===== src/rtl/alu_pkg.sv =====
`default_nettype none
// ============================================================================
//  Module : alu_pkg
//  Brief  : ALU control codes, opcode/funct7 constants and FSM state type
//           shared by the decode/execute stage.
//  Rev    : 1.0  initial release
// ============================================================================
package alu_pkg;

    localparam logic [3:0] CTRL_ADD     = 4'h0;
    localparam logic [3:0] CTRL_SUB     = 4'h1;
    localparam logic [3:0] CTRL_OR      = 4'h2;
    localparam logic [3:0] CTRL_AND     = 4'h3;
    localparam logic [3:0] CTRL_XOR     = 4'h4;
    localparam logic [3:0] CTRL_SLL     = 4'h5;
    localparam logic [3:0] CTRL_SRL     = 4'h6;
    localparam logic [3:0] CTRL_SRA     = 4'h7;
    localparam logic [3:0] CTRL_SLT     = 4'h8;
    localparam logic [3:0] CTRL_SLTU    = 4'h9;
    localparam logic [3:0] CTRL_MUL     = 4'hA;
    localparam logic [3:0] CTRL_MULH    = 4'hB;
    localparam logic [3:0] CTRL_MULHSU  = 4'hC;
    localparam logic [3:0] CTRL_MULHU   = 4'hD;
    localparam logic [3:0] CTRL_ILLEGAL = 4'hF;

    localparam logic [6:0] OP_R = 7'b0110011;
    localparam logic [6:0] OP_I = 7'b0010011;

    localparam logic [6:0] F7_BASE   = 7'b0000000;
    localparam logic [6:0] F7_ALT    = 7'b0100000;
    localparam logic [6:0] F7_MULDIV = 7'b0000001;

    typedef enum logic [1:0] {
        ST_IDLE = 2'd0,
        ST_MUL  = 2'd1,
        ST_DONE = 2'd2
    } state_t;

endpackage
`default_nettype wire


===== src/rtl/mul_iter.sv =====
`default_nettype none
// ============================================================================
//  Module : mul_iter
//  Brief  : Iterative unsigned XLEN x XLEN shift-add multiplier, one
//           multiplier bit per cycle, 2*XLEN product.
//  Rev    : 1.0  initial release
// ============================================================================
module mul_iter #(
    parameter int XLEN = 32
) (
    input  logic                clk,
    input  logic                rst,
    input  logic                start,
    input  logic [XLEN-1:0]     a,
    input  logic [XLEN-1:0]     b,
    output logic                busy,
    output logic                done,
    output logic [2*XLEN-1:0]   product
);

    localparam int CW = $clog2(XLEN);

    logic [2*XLEN-1:0] r_mcand;
    logic [2*XLEN-1:0] r_acc;
    logic [XLEN-1:0]   r_mplier;
    logic [CW-1:0]     r_cnt;
    logic              r_busy;
    logic [2*XLEN-1:0] w_addend;

    // product is the accumulator after the current step; it is final while done is high
    assign w_addend = r_mplier[0] ? r_mcand : '0;
    assign product  = r_acc + w_addend;
    assign done     = r_busy && (r_cnt == CW'(XLEN-1));
    assign busy     = r_busy;

    always_ff @(posedge clk) begin
        if (rst) begin
            r_mcand  <= '0;
            r_acc    <= '0;
            r_mplier <= '0;
            r_cnt    <= '0;
            r_busy   <= 1'b0;
        end else if (start && !r_busy) begin
            r_mcand  <= {{XLEN{1'b0}}, a};
            r_acc    <= '0;
            r_mplier <= b;
            r_cnt    <= '0;
            r_busy   <= 1'b1;
        end else if (r_busy) begin
            r_acc    <= product;
            r_mcand  <= r_mcand << 1;
            r_mplier <= r_mplier >> 1;
            r_cnt    <= r_cnt + 1'b1;
            if (done) begin
                r_busy <= 1'b0;
            end
        end
    end

endmodule
`default_nettype wire


===== src/rtl/alu_decode_exec.sv =====
`default_nettype none
// ============================================================================
//  Module : alu_decode_exec
//  Brief  : Execute stage: decodes ALUop/op/funct3/funct7 into a 4-bit ALU
//           control, executes RV32I ALU ops and optional iterative RV32M MUL.
//  Rev    : 1.0  initial release
// ============================================================================
module alu_decode_exec
    import alu_pkg::*;
#(
    parameter int XLEN    = 32,
    parameter int HAS_MUL = 1
) (
    input  logic            clk,
    input  logic            rst,
    input  logic            in_valid,
    output logic            in_ready,
    input  logic [1:0]      alu_op,
    input  logic [6:0]      op,
    input  logic [2:0]      funct3,
    input  logic [6:0]      funct7,
    input  logic [XLEN-1:0] src_a,
    input  logic [XLEN-1:0] src_b,
    output logic            out_valid,
    input  logic            out_ready,
    output logic [XLEN-1:0] result,
    output logic            zero,
    output logic [3:0]      alu_ctrl,
    output logic            illegal
);

    localparam int SHW = $clog2(XLEN);

    state_t             r_state;
    logic               r_out_valid;
    logic [XLEN-1:0]    r_result;
    logic               r_zero;
    logic [3:0]         r_alu_ctrl;
    logic               r_illegal;
    logic               r_neg;
    logic [3:0]         r_mctrl;

    logic [3:0]         w_ctrl;
    logic               w_is_mul;
    logic               w_accept;
    logic [XLEN-1:0]    w_alu_res;
    logic [SHW-1:0]     w_shamt;
    logic               w_a_sgn;
    logic               w_b_sgn;
    logic [XLEN-1:0]    w_mag_a;
    logic [XLEN-1:0]    w_mag_b;
    logic               w_mul_busy;
    logic               w_mul_done;
    logic [2*XLEN-1:0]  w_prod;
    logic [2*XLEN-1:0]  w_full;
    logic [XLEN-1:0]    w_mul_res;

    always_comb begin
        w_ctrl = CTRL_ILLEGAL;
        case (alu_op)
            2'b00: w_ctrl = CTRL_ADD;
            2'b01: w_ctrl = CTRL_SUB;
            2'b10: begin
                if (op == OP_R && funct7 == F7_MULDIV) begin
                    if (HAS_MUL != 0 && !funct3[2]) begin
                        w_ctrl = CTRL_MUL + {2'b00, funct3[1:0]};
                    end
                end else if (op == OP_R && funct7 != F7_BASE && funct7 != F7_ALT) begin
                    w_ctrl = CTRL_ILLEGAL;
                end else begin
                    case (funct3)
                        3'b000: w_ctrl = (op == OP_R && funct7 == F7_ALT) ? CTRL_SUB : CTRL_ADD;
                        3'b001: w_ctrl = CTRL_SLL;
                        3'b010: w_ctrl = CTRL_SLT;
                        3'b011: w_ctrl = CTRL_SLTU;
                        3'b100: w_ctrl = CTRL_XOR;
                        3'b101: w_ctrl = funct7[5] ? CTRL_SRA : CTRL_SRL;
                        3'b110: w_ctrl = CTRL_OR;
                        default: w_ctrl = CTRL_AND;
                    endcase
                end
            end
            default: w_ctrl = CTRL_ILLEGAL;
        endcase
    end

    assign w_is_mul = (w_ctrl >= CTRL_MUL) && (w_ctrl <= CTRL_MULHU);
    assign w_shamt  = src_b[SHW-1:0];

    // Single-cycle datapath; multiply and illegal codes yield 0 here
    always_comb begin
        w_alu_res = '0;
        case (w_ctrl)
            CTRL_ADD:  w_alu_res = src_a + src_b;
            CTRL_SUB:  w_alu_res = src_a - src_b;
            CTRL_OR:   w_alu_res = src_a | src_b;
            CTRL_AND:  w_alu_res = src_a & src_b;
            CTRL_XOR:  w_alu_res = src_a ^ src_b;
            CTRL_SLL:  w_alu_res = src_a << w_shamt;
            CTRL_SRL:  w_alu_res = src_a >> w_shamt;
            CTRL_SRA:  w_alu_res = $signed(src_a) >>> w_shamt;
            CTRL_SLT:  w_alu_res = {{(XLEN-1){1'b0}}, $signed(src_a) < $signed(src_b)};
            CTRL_SLTU: w_alu_res = {{(XLEN-1){1'b0}}, src_a < src_b};
            default:   w_alu_res = '0;
        endcase
    end

    // Multiply magnitudes; the sign is reapplied to the full 2*XLEN product
    assign w_a_sgn = (w_ctrl == CTRL_MULH || w_ctrl == CTRL_MULHSU) && src_a[XLEN-1];
    assign w_b_sgn = (w_ctrl == CTRL_MULH) && src_b[XLEN-1];
    assign w_mag_a = w_a_sgn ? (~src_a + 1'b1) : src_a;
    assign w_mag_b = w_b_sgn ? (~src_b + 1'b1) : src_b;

    generate
        if (HAS_MUL != 0) begin : g_mul
            mul_iter #(
                .XLEN    (XLEN)
            ) u_mul (
                .clk     (clk),
                .rst     (rst),
                .start   (w_accept && w_is_mul),
                .a       (w_mag_a),
                .b       (w_mag_b),
                .busy    (w_mul_busy),
                .done    (w_mul_done),
                .product (w_prod)
            );
        end else begin : g_no_mul
            assign w_mul_busy = 1'b0;
            assign w_mul_done = 1'b0;
            assign w_prod     = '0;
        end
    endgenerate

    assign w_full    = r_neg ? (~w_prod + 1'b1) : w_prod;
    assign w_mul_res = (r_mctrl == CTRL_MUL) ? w_full[XLEN-1:0] : w_full[2*XLEN-1:XLEN];

    assign in_ready = !rst && !w_mul_busy &&
                      ((r_state == ST_IDLE) || (r_state == ST_DONE && out_ready));
    assign w_accept = in_valid && in_ready;

    always_ff @(posedge clk) begin
        if (rst) begin
            r_state     <= ST_IDLE;
            r_out_valid <= 1'b0;
            r_result    <= '0;
            r_zero      <= 1'b0;
            r_alu_ctrl  <= CTRL_ADD;
            r_illegal   <= 1'b0;
            r_neg       <= 1'b0;
            r_mctrl     <= CTRL_ADD;
        end else if (w_accept) begin
            if (w_is_mul) begin
                r_state     <= ST_MUL;
                r_out_valid <= 1'b0;
                r_neg       <= w_a_sgn ^ w_b_sgn;
                r_mctrl     <= w_ctrl;
            end else begin
                r_state     <= ST_DONE;
                r_out_valid <= 1'b1;
                r_result    <= w_alu_res;
                r_zero      <= (w_alu_res == '0);
                r_alu_ctrl  <= w_ctrl;
                r_illegal   <= (w_ctrl == CTRL_ILLEGAL);
            end
        end else if (r_state == ST_MUL && w_mul_done) begin
            r_state     <= ST_DONE;
            r_out_valid <= 1'b1;
            r_result    <= w_mul_res;
            r_zero      <= (w_mul_res == '0);
            r_alu_ctrl  <= r_mctrl;
            r_illegal   <= 1'b0;
        end else if (r_state == ST_DONE && out_ready) begin
            r_state     <= ST_IDLE;
            r_out_valid <= 1'b0;
        end
    end

    assign out_valid = r_out_valid;
    assign result    = r_result;
    assign zero      = r_zero;
    assign alu_ctrl  = r_alu_ctrl;
    assign illegal   = r_illegal;

endmodule
`default_nettype wire


===== config.mk =====
export PLATFORM = sky130hd
export DESIGN_NAME = alu_decode_exec
export DESIGN_NICKNAME = d
export VERILOG_FILES = /design/src/rtl/alu_pkg.sv /design/src/rtl/mul_iter.sv /design/src/rtl/alu_decode_exec.sv
export SDC_FILE = /design/constraint.sdc
export NUM_CORES = 1
export LEC_CHECK = 0
export ABC_AREA = 1
export CAP_MARGIN = 0
export CELL_PAD_IN_SITES_DETAIL_PLACEMENT = 0
export CELL_PAD_IN_SITES_GLOBAL_PLACEMENT = 1
export CORE_ASPECT_RATIO = 1.5
export CORE_MARGIN = 5
export CORE_UTILIZATION = 43
export DETAILED_ROUTE_END_ITERATION = 8
export GPL_TIMING_DRIVEN = 0
export PLACE_DENSITY_LB_ADDON = 0.3
export SLEW_MARGIN = 20
export SYNTH_ARGS = -nofsm -noshare
export SYNTH_HDL_FRONTEND = slang
export SYNTH_HIERARCHICAL = 1
export SYNTH_SLANG_ARGS = --single-unit

===== constraint.sdc =====
create_clock -name clk -period 5.35 [get_ports clk]
set_input_delay 0.8025 -clock clk [delete_from_list [all_inputs] [get_ports clk]]
set_output_delay 0.8025 -clock clk [all_outputs]
set_load 0.01 [all_outputs]

Yosys cells after proc, flatten, opt, wreduce, memory -nomap -nowiden --
Cells that the tools add are included. Widths: inputs -> output; s select.
Storage, ports and cells: bits in registers 212, input port bits 87, word-level logic and storage cells 137, output and inout port bits 40
Cells by class: bitwise logic cells 7, equality and inequality tests 29, muxes and demuxes 40, add/subtract/negate cells 8, shift operators 3, order comparisons 4, reduce and logical (&&, ||, !) cells 32
Operators with widths (number):
- $mux 32 | 10
- $pmux 32 s10 | 1
- $mux 64 | 2
- $add 32x1->32 const B | 2
- $add 64x1->64 const B | 1
- $add 64x64->64 | 1
- $logic_not 32->1 | 2
- $lt 32x32->1 | 2
- $not 32->32 | 2
- $not 64->64 | 1
- $add 32x32->32 | 1
- $and 32x32->32 | 1
- $or 32x32->32 | 1
- $shl 32x5->32 | 1
- $shr 32x5->32 | 1
- $sshr 32x5->32 | 1
- $sub 32x32->32 | 1
- $xor 32x32->32 | 1
- $pmux 4 s7 | 1
- $eq 4x4->1 const B | 6
- $mux 4 | 6
- $eq 4x3->1 const B | 4
- $logic_and 1x1->1 | 15
- $mux 1 | 15
- 29 further kinds | 44

Logic depth before layout (Yosys ltp) --
Gate-level depths: netlist of run 1.
depth after elaboration 12, mapped depth 37, gate-level depth less buffers 35

By module --
Netlist of run 1, hierarchy kept.
By module, submodules not included:
- alu_decode_exec | instances 1, area an instance 17274.1 µm², seq. area each 900.9 µm², cells each 3531
- mul_iter | instances 1, area an instance 13156.4 µm², seq. area each 3323.2 µm², cells each 2409

Worst setup path before layout of run 1 --
Ideal clock, no wire load.
path kind register to register, from register g_mul.u_mul.r_mplier[0], to register r_zero, in the netlist zero, arrival 3.785 ns, clock period less this slack 3.855 ns, setup time 0.070 ns, cell stages (with the launch flop) 35, slack 1.495 ns, path buffers 2, data required time 5.280 ns, cells stage by stage dfxtp_1 -> clkbuf_1 -> clkbuf_1 -> nand2_1 -> inv_1 -> ha_1 -> fa_1 -> nand3_1 -> nand3_2 -> nand2_1 -> nand2_2 -> nand2_1 -> nand2_1 -> nand2_1 -> nand2_1 -> nand2_1 -> nand2_1 -> nor2_1 -> nand3_1 -> nor2_1 -> nand2_1 -> nor2_1 -> nand3_1 -> nand2_1 -> nand3_1 -> nand3_1 -> and2_1 -> nand3_1 -> nor2_1 -> nand2_1 -> nor2_1 -> nand3_1 -> nand2_1 -> inv_1 -> a21oi_1
On the way: longest elaborated chain between the ends 9
RTL lines:
- from (decl) | RTL line mul_iter.sv:25 | logic [XLEN-1:0] r_mplier;
- from (signal assigned) | RTL line mul_iter.sv:52 | r_mplier <= r_mplier >> 1;
- $mux 64 (*) | RTL line mul_iter.sv:31 | assign w_addend = r_mplier[0] ? r_mcand : '0;
- $add 64x64->64 (*) | RTL line mul_iter.sv:32 | assign product = r_acc + w_addend;
- net w_prod[32] | RTL line alu_decode_exec.sv:54 | logic [2*XLEN-1:0] w_prod;
- $not 64->64 | RTL line alu_decode_exec.sv:135 | assign w_full = r_neg ? (~w_prod + 1'b1) : w_prod;
- $add 64x1->64 | RTL line alu_decode_exec.sv:135
- $mux 64 (*) | RTL line alu_decode_exec.sv:135
- $mux 32 (*) | RTL line alu_decode_exec.sv:136 | assign w_mul_res = (r_mctrl == CTRL_MUL) ? w_full[XLEN-1:0] : w_full[2*XLEN-1:XLEN];
- $logic_not 32->1 (*) | RTL line alu_decode_exec.sv:170 | r_zero <= (w_mul_res == '0);
- $mux 1 (*) | RTL line alu_decode_exec.sv:166 | end else if (r_state == ST_MUL && w_mul_done) begin
- $mux 1 (*) | RTL line alu_decode_exec.sv:152 | end else if (w_accept) begin
- to (signal assigned) | RTL line alu_decode_exec.sv:162 | r_zero <= (w_alu_res == '0);
- to (signal assigned) | RTL line alu_decode_exec.sv:170
- to (decl) | RTL line alu_decode_exec.sv:37 | logic r_zero;
The timed path passes the listed nets; every way through them passes the cells marked *. The select of a mux whose other input is x is not followed. A chain may end at the register's enable or synchronous reset.

Final worst setup path of run 1 --
Same ends and word-level chain as after synthesis.

==> summary.txt, run 1 <==
Run status
  • Outcome: completed

Setup path
  • Crit end category: flop
  • Reg2reg setup slack: slightly above 0.1 ns
  • Crit Path Class: reg2reg
  • Worst setup SP type: flop
  • Critical path endpoint: zero
  • RR Startpoint: g_mul.u_mul/r_mplier[0]
  • Reg2Reg Depth: 30
  • Slowest CP cell: dfxtp_1
  • Critical path peak fanout: 11
  • Cell repeated most along the worst path: nand2_1
  • Worst Path Arrival: 5.74 ns
  • Worst path required time: 5.84 ns
  • Worst setup startpoint: g_mul.u_mul/r_mplier[0]
  • Worst r2r dst: zero
  • Max incr delay on CP: ~0.45 ns

Logic synthesis
  • Mean Syn Cell Area: 5.123 sq um
  • Asr flop ratio synth: 0
  • Yosys Warn Count: 6
  • Synth Net Count: 6195
  • Synth cell count leaders: nand2_1, inv_1, nor2_1
  • Post-synthesis sequential area ratio: 0.1388
  • Gate Count Post-Synth: 5940
  • Synth top area share: 0.2706
  • Number of synthesized flops with an enable pin: 0
  • Top-count cell post-synth: nand2_1
  • Cell variety after synth: 53
  • Post-synth design cell area: roughly 30000 sq um
  • Yosys reg bits: between 200 and 250
  • Top cells by area, synth: nand2_1, dfxtp_1, inv_1
  • Post-synth top flop: dfxtp_1
  • Synth area leader: nand2_1

Place
  • Dpl hpwl: ~150 mm
  • Number of I/O port buffers: around 130
  • Post-DP Area: 32840 sq um
  • Gpl congestion: roughly 1.2
  • Worst slack, placed: -0.9777 ns

Route
  • Starting DRT DRC Count: 3845
  • Post-DRT Antenna Nets: 0
  • Final wirelength: around 180 mm
  • Wire per inst: 25.63 microns
  • Vias: about 40000
  • Drt first pass iters: 7
  • Drt drc: 0
  • Post-DR vias/cell: roughly 5.7

Clock tree
  • CTS HTree Levels: 1
  • CTS root buf: clkbuf_16
  • Num CTS Buffers: 25
  • Clock sink count: roughly 210
  • Worst skew pair latency: roughly 0.6 ns
  • CTS clk-pin slew, worst paths: around 0.060 ns
  • Clk buf depth: 3
  • CTS tree: done

STA
  • Final setup margin: roughly 0.10 ns
  • Fin. max-slew vios: 0
  • Final Hold Viols: 0
  • Worst-Margin Slew: 1.315 ns
  • Setup Viol. Count Final: 0
  • Tcrit/Tclk final: 0.9812
  • Crit path time final: around 5.2 ns
  • Worst Hold Slack: between 0.4 and 0.5 ns
  • Final Skew: between 0.03 and 0.04 ns
  • Slew HR: 0.1204
  • Fmax: roughly 190 MHz

GRT
  • Vias in the first global route: 37460
  • Largest net degree at the start of global routing: 15
  • Initial antenna violation count: 8
  • Wire length of the first global-routing pass: 253.6 mm
  • GRT Overall Usage: 0.4570
  • Gr ovfl total: 0

Die
  • Die width: 227.2 microns
  • Initial Utilization: 0.4330
  • Die area: 76300 sq um
  • # IOs: between 100 and 150
  • FP Rows: around 120
  • Die height: 335.8 microns
  • Placeable Area: around 70000 sq um

Finish
  • # nets final: around 6300
  • Multi-input gate area in the final layout: roughly 22000 sq um
  • Fin area: between 30000 and 40000 sq um
  • Register area: ~4200 sq um
  • Layout cells sized above 1: 0.05385
  • Area growth, synth to finish: 12.12%
  • FILL cells: between 8000 and 9000

Power
  • Pwr Total: between 5 and 6 mW
  • Lkg Pwr: between 15 and 20 nW
  • Peak supply drop: around 0.25 mV
  • Power Density: between 150 and 200 nW/um^2

Min path
  • Worst hold path class: reg2reg

Run
  • Max-Cap Viols: 0
## worst min-delay path by stage
stage | startpoint | to | slack (ns) | cells after the start
after floorplan | g_mul.u_mul/r_mplier[31] | g_mul.u_mul/r_mplier[31] | 0.44 | 2
after global placement | g_mul.u_mul/r_acc[0] | g_mul.u_mul/r_acc[0] | 0.45 | 2
after detailed placement | illegal | illegal | 0.46 | 2
after CTS | illegal | illegal | 0.47 | 2
after global routing | g_mul.u_mul/r_cnt[4] | g_mul.u_mul/r_cnt[4] | 0.48 | 2
final | illegal | illegal | 0.46 | 2
## flip-flops by register name (all words and copies together), names as in the netlist
name,flops
alu_ctrl,4
illegal,1
r_state,2
g_mul.u_mul/r_mplier,32
g_mul.u_mul/r_acc,64
g_mul.u_mul/busy,1
g_mul.u_mul/r_mcand,64
g_mul.u_mul/r_cnt,5
r_neg,1
result,32
r_mctrl,4
zero,1
## cells by family after synthesis
family | synth area share
AND/OR/NAND/NOR | 0.5008
adder cells (fa/ha/maj) | 0.06982
flip-flops | 0.1388
buffers and inverters | 0.1541
XOR/XNOR | 0.03676
AO/OA/AOI/OAI | 0.09979
## power by group
part	switching (mW)	total, mW	internal (mW)	leakage, nW
combinational	1.87	2.57	0.701	17.5
clock	0.777	1.77	0.991	0.397
sequential	0.0422	1.66	1.62	1.71
## through the flow
stage | util | cells | setup TNS (ns)
2_1_floorplan | - | 5940 | 0
3_3_place_gp | 0.4671 | 6973 | -13.91
3_5_place_dp | 0.4673 | 6973 | -16.01
4_1_cts | 0.4803 | 7017 | 0
5_1_grt | 0.4852 | 7018 | -0.006660
6_report | 0.4855 | 7025 | 0
## layer usage
metal / GRT usage / routed length, microns
met5: 0 / 0
met4: 0.5154 / 27600
met3: 0.1074 / 14740
met2: 0.7599 / 82300
met1: 0.4297 / 55390
## what timing repair did
item | 4_1_cts | 5_1_grt
gates resized for setup | 23 | 100
endpoints found under the setup margin | 33 | 16
buffers inserted | 0 | 1
hold buffers | 0 | 0
pin swaps | 0 | 1
## final cells by class
class	count	area share
Buffer	218	0.03216
Multi-Input combinational cell	4544	0.6428
Inverter	966	0.1064
Sequential cell	211	0.1238
Timing Repair Buffer	127	0.03719
Clock inverter	14	0.004327
Antenna cell	8	0.0005868
Tap cell	907	0.03326
Clock buffer	30	0.01947
## placed cells by master (no fill, tap or decap), types with 11 or more instances in the layout
master | netlist | routed
nand2_2 | 20 | 36
inv_2 | 13 | 15
nor3_1 | 50 | 48
xor2_1 | 117 | 99
a21oi_1 | 243 | 234
buf_1 | 26 | 25
and2_1 | 13 | 12
o221ai_1 | 15 | 15
inv_1 | 950 | 948
dfxtp_1 | 211 | 211
nor2_2 | 18 | 35
nand3_2 | 12 | 20
nand4_1 | 51 | 51
o211ai_1 | 40 | 40
o21ai_1 | 28 | 32
nand3_1 | 550 | 542
xor2_2 | 2 | 16
clkbuf_16 | 0 | 25
clkdlybuf4s50_1 | 0 | 126
buf_2 | 77 | 77
nor2_1 | 746 | 728
nand2_1 | 2194 | 2172
ha_1 | 165 | 163
o21ai_0 | 164 | 160
nand3b_1 | 11 | 11
clkbuf_1 | 92 | 86
a31oi_1 | 19 | 19
o21bai_1 | 16 | 16
buf_4 | 12 | 13
## critical path: cells and delay by family (launching register included)
family,cells,cell delay [ns]
compound gates,5,1.16
fa+ha+maj,1,0.28
buf+inv,5,0.68
flops,1,0.45
simple gates,19,2.57
(Power assumes the default switching activity.)
==> run 2, diff against run 1 <==
- ABC_AREA: 1 -> unset
- CORE_UTILIZATION: 43 -> 40
==> run 2 against run 1 <==
Effect of this change: the run now ends with setup timing left; utilization increased by 0.14 points; highest routed layer unchanged; clock skew is essentially flat; sequential cell count unchanged; non-clock buffer count grew 146; cell count fell by 31%; die area shrank 5.9%; clock power is 3% lower.
==> summary.txt, run 2 <==
Logic synthesis
  • Post-synth top flop: dfxtp_1
  • Top cells by area, synth: dfxtp_1, mux2i_1, ha_1
  • Synth top area share: 0.1589 (-0.1117)
  • Synth area leader: dfxtp_1
  • Top-count cell post-synth: nor2_1
  • Number of synthesized flops with an enable pin: 0 (unchanged)
  • Post-synth design cell area: 26580 sq um (-13%)
  • Mean Syn Cell Area: 7.178 sq um (+40%)
  • Asr flop ratio synth: 0 (unchanged)
  • Yosys reg bits: 211 (unchanged)
  • Yosys Warn Count: 6 (unchanged)
  • Synth cell count leaders: nor2_1, nand2_1, a21oi_1
  • Synth Net Count: 3958 (-36%)
  • Cell variety after synth: 110 (+110%)
  • Gate Count Post-Synth: 3703 (-38%)
  • Post-synthesis sequential area ratio: 0.1589 (+0.02011)

Power
  • Net Sw Frac: 0.4174 (-0.03119)
  • NetSw: 2.270 mW (-16%)
  • Comb pwr share: 0.387 (-0.042)
  • Pint: 3.168 mW (-4.2%)
  • Clock Power Share: 0.316 (+0.021)
  • Flop pwr share: 0.297 (+0.021)
  • Peak supply drop: 0.2105 mV (-15%)
  • Lkg Pwr: 12.64 nW (-35%)
  • Power Density: 169.9 nW/um^2 (-3.4%)

STA
  • Crit path time final: 6.813 ns (+1.564 ns)
  • Final setup margin: -1.463 ns (-1.564 ns)
  • Fin. max-slew vios: 0 (unchanged)
  • Setup Viol. Count Final: 33 (+33)
  • Fmax: 146.8 MHz (-23%)
  • Fin Setup TNS: -23.52 ns (-23.52 ns)
  • Tcrit/Tclk final: 1.273 (+0.2923)
  • Slew HR: 0.1341 (+0.01369)
  • RSZ-0062 raised after global routing: true
  • Final Hold Viols: 0 (unchanged)
  • Final Skew: 0.03298 ns (+0.0002961 ns)
  • Worst-Margin Slew: 1.281 ns (-0.03354 ns)

Setup path
  • Worst Path Arrival: 7.31 ns (+1.57 ns)
  • Crit Path Class: in2reg
  • Worst setup SP type: input pin
  • Worst path required time: 5.84 ns (about the same)
  • Reg2Reg Depth: 23 (-23%)
  • Reg2reg setup slack: -1.35 ns (-1.45 ns)
  • Crit end category: flop
  • RR Startpoint: g_mul.u_mul/r_mplier[0]
  • Worst r2r dst: zero
  • Critical path peak fanout: 10 (-1)

Finish
  • Fin area: 32020 sq um (-6.2%)
  • Commonest cells after routing, fill and taps aside: nor2_1, nand2_1, a21oi_1, mux2i_1, dfxtp_1
  • Area growth, synth to finish: 20.46%
  • Post-layout util: 0.4869 (+0.001446)
  • Layout cells sized above 1: 0.1358 (+0.08200)
  • # nets final: 4191 (-34%)
  • Largest regs: g_mul.u_mul/r_acc x64, g_mul.u_mul/r_mcand x64
  • Commonest non-fill, non-tap cell in the layout: nor2_1

Route
  • Met1 wire length: 52.64 mm (-5.0%)
  • Post-DRT Antenna Nets: 0 (unchanged)
  • Met3 WL: 11.64 mm (-21%)
  • Starting DRT DRC Count: 3206 (-17%)
  • Drt drc: 0 (unchanged)
  • DR WL met2: 75.13 mm (-8.7%)
  • Post-DR vias/cell: 6.646 (+17%)
  • Wire per inst: 33.93 microns (+32%)
  • Top Layer Used: met4
  • Drt first pass iters: 6 (-1)
  • Vias: 32120 (-19%)
  • Final wirelength: 164.0 mm (-8.9%)

Run status
  • Failing checks: setup timing
  • Outcome: complete, but fails checks

Clock tree
  • CTS tree: done
  • CTS root buf: clkbuf_16
  • CTS HTree Levels: 1 (unchanged)
  • Clock sink count: 211 (unchanged)
  • Worst skew pair latency: 0.58 ns (about the same)
  • CTS clk-pin slew, worst paths: 0.07 ns (about the same)
  • Clk buf depth: 3 (unchanged)
  • Num CTS Buffers: 24 (-4.0%)

GRT
  • GRT Overall Usage: 0.4376 (-0.01936)
  • Gr ovfl total: 0 (unchanged)
  • Wire length of the first global-routing pass: 227.9 mm (-10%)
  • Largest net degree at the start of global routing: 17 (+2)
  • Initial antenna violation count: 6 (-2)
  • Vias in the first global route: 31460 (-16%)

Min path
  • Hold endpoint: result[25]
  • Hold_sp: result[25]
  • Worst hold path class: reg2reg
  • Hold Path Depth: 2 (unchanged)

Die
  • Initial Utilization: 0.4042 (-0.02880)
  • Die width: 220.5 microns (-3.0%)
  • Die area: 71810 sq um (-5.9%)
  • Placeable Area: 65760 sq um (-6.4%)
  • FP Rows: 115 (-3.4%)
  • Die height: 325.7 microns (-3.0%)
  • # IOs: 127 (unchanged)

Place
  • Number of I/O port buffers: 125 (-0.79%)
  • Dpl hpwl: 130.7 mm (-13%)
  • Post-DP Area: 29060 sq um (-12%)
  • Gpl congestion: 1.086 (-7.2%)

Run
  • Max-Cap Viols: 0 (unchanged)
==> run 2: changes by cell type after synthesis, moves of 57 or more <==
cell | previous run | this run
a211oi_1 | 3 | 72
a21o_1 | 2 | 59
and2_1 | 13 | 87
clkbuf_1 | 92 | 206
inv_1 | 950 | 114
mux2i_1 | 0 | 220
nand2_1 | 2194 | 333
nand3_1 | 550 | 82
nor2_1 | 746 | 518
nor3_1 | 50 | 111
xnor2_1 | 7 | 117
xor2_1 | 117 | 46
==> run 2: power by group through the flow <==
stage          Sequential, mW  Clock (mW)  Combinational, mW
5_1_grt                  1.62        1.81               2.14
3_5_place_dp             1.65           0               1.91
2_1_floorplan            1.65           0               1.05
6_report                 1.62        1.72               2.10
3_3_place_gp             1.65           0               1.92
4_1_cts                  1.62        1.74               1.97
==> run 2: what timing repair did <==
item                       CTS  global route
resized for setup          209           158
buffers inserted            62            28
setup endpoints to repair  184           125
hold buffers                 0             0
pin swaps                   79            71
==> run 2: worst max-delay path: stages <==
cell and delay, ns:
clkdlybuf4s50_1 0.52, buf_2 0.22, buf_2 0.31, buf_1 0.74, clkbuf_1 0.58, clkbuf_1 0.67
o21ai_0 0.20, o21ai_1 0.41, a211oi_1 0.26, o21ai_0 0.51, o2111ai_1 0.43, or4_1 0.64
nor4_2 0.36, and4_1 0.26, nand4_1 0.11, o41ai_2 0.28
==> run 2: worst max-delay path by stage <==
stage,slack (ns),start,endpoint
global placement,-3.52,src_b[2],zero
global route,-1.43,g_mul.u_mul/r_mplier[0],zero
detailed placement,-3.48,src_b[2],zero
CTS,-1.39,g_mul.u_mul/r_mplier[0],zero
floorplan,-0.69,g_mul.u_mul/r_mplier[0],zero
finish,-1.46,src_b[2],zero
==> run 2: through the flow <==
stage / power (mW) / instances / worst slack [ns] / hold slack [ns]
floorplan: 2.697 / 3703 / -0.6898 / 0.4417
global placement: 3.575 / 4705 / -3.519 / 0.4409
detailed placement: 3.560 / 4707 / -3.481 / 0.4529
CTS: 5.321 / 4809 / -1.390 / 0.4623
global route: 5.561 / 4831 / -1.426 / 0.4918
finish: 5.439 / 4833 / -1.463 / 0.4662
==> run 2: per-layer routing <==
layer,global-route usage,up-vias
li1,-,14040
met1,0.4337,15240
met2,0.7191,1940
met3,0.07990,892
met4,0.4845,0
met5,0,-
==> run 2: cells by family after synthesis <==
| logic type | Yosys count | synth area share |
|---|---|---|
| compound gates | 1047 | 0.2621 |
| xor+xnor | 164 | 0.05461 |
| fa+ha+maj | 168 | 0.07993 |
| buf+inv | 403 | 0.05974 |
| flops | 211 | 0.1589 |
| mux | 287 | 0.1316 |
| simple gates | 1423 | 0.2531 |
==> run 2: final cells by class <==
type,instances,area [sq um]
fill,6947,33740
multi-input combinational,3089,22150
sequential,211,4225
timing repair buffer,216,2058
buffer,275,1240
tap,877,1097
clock buffer,27,633.1
inverter,119,452.9
clock inverter,16,157.7
antenna,3,7.507
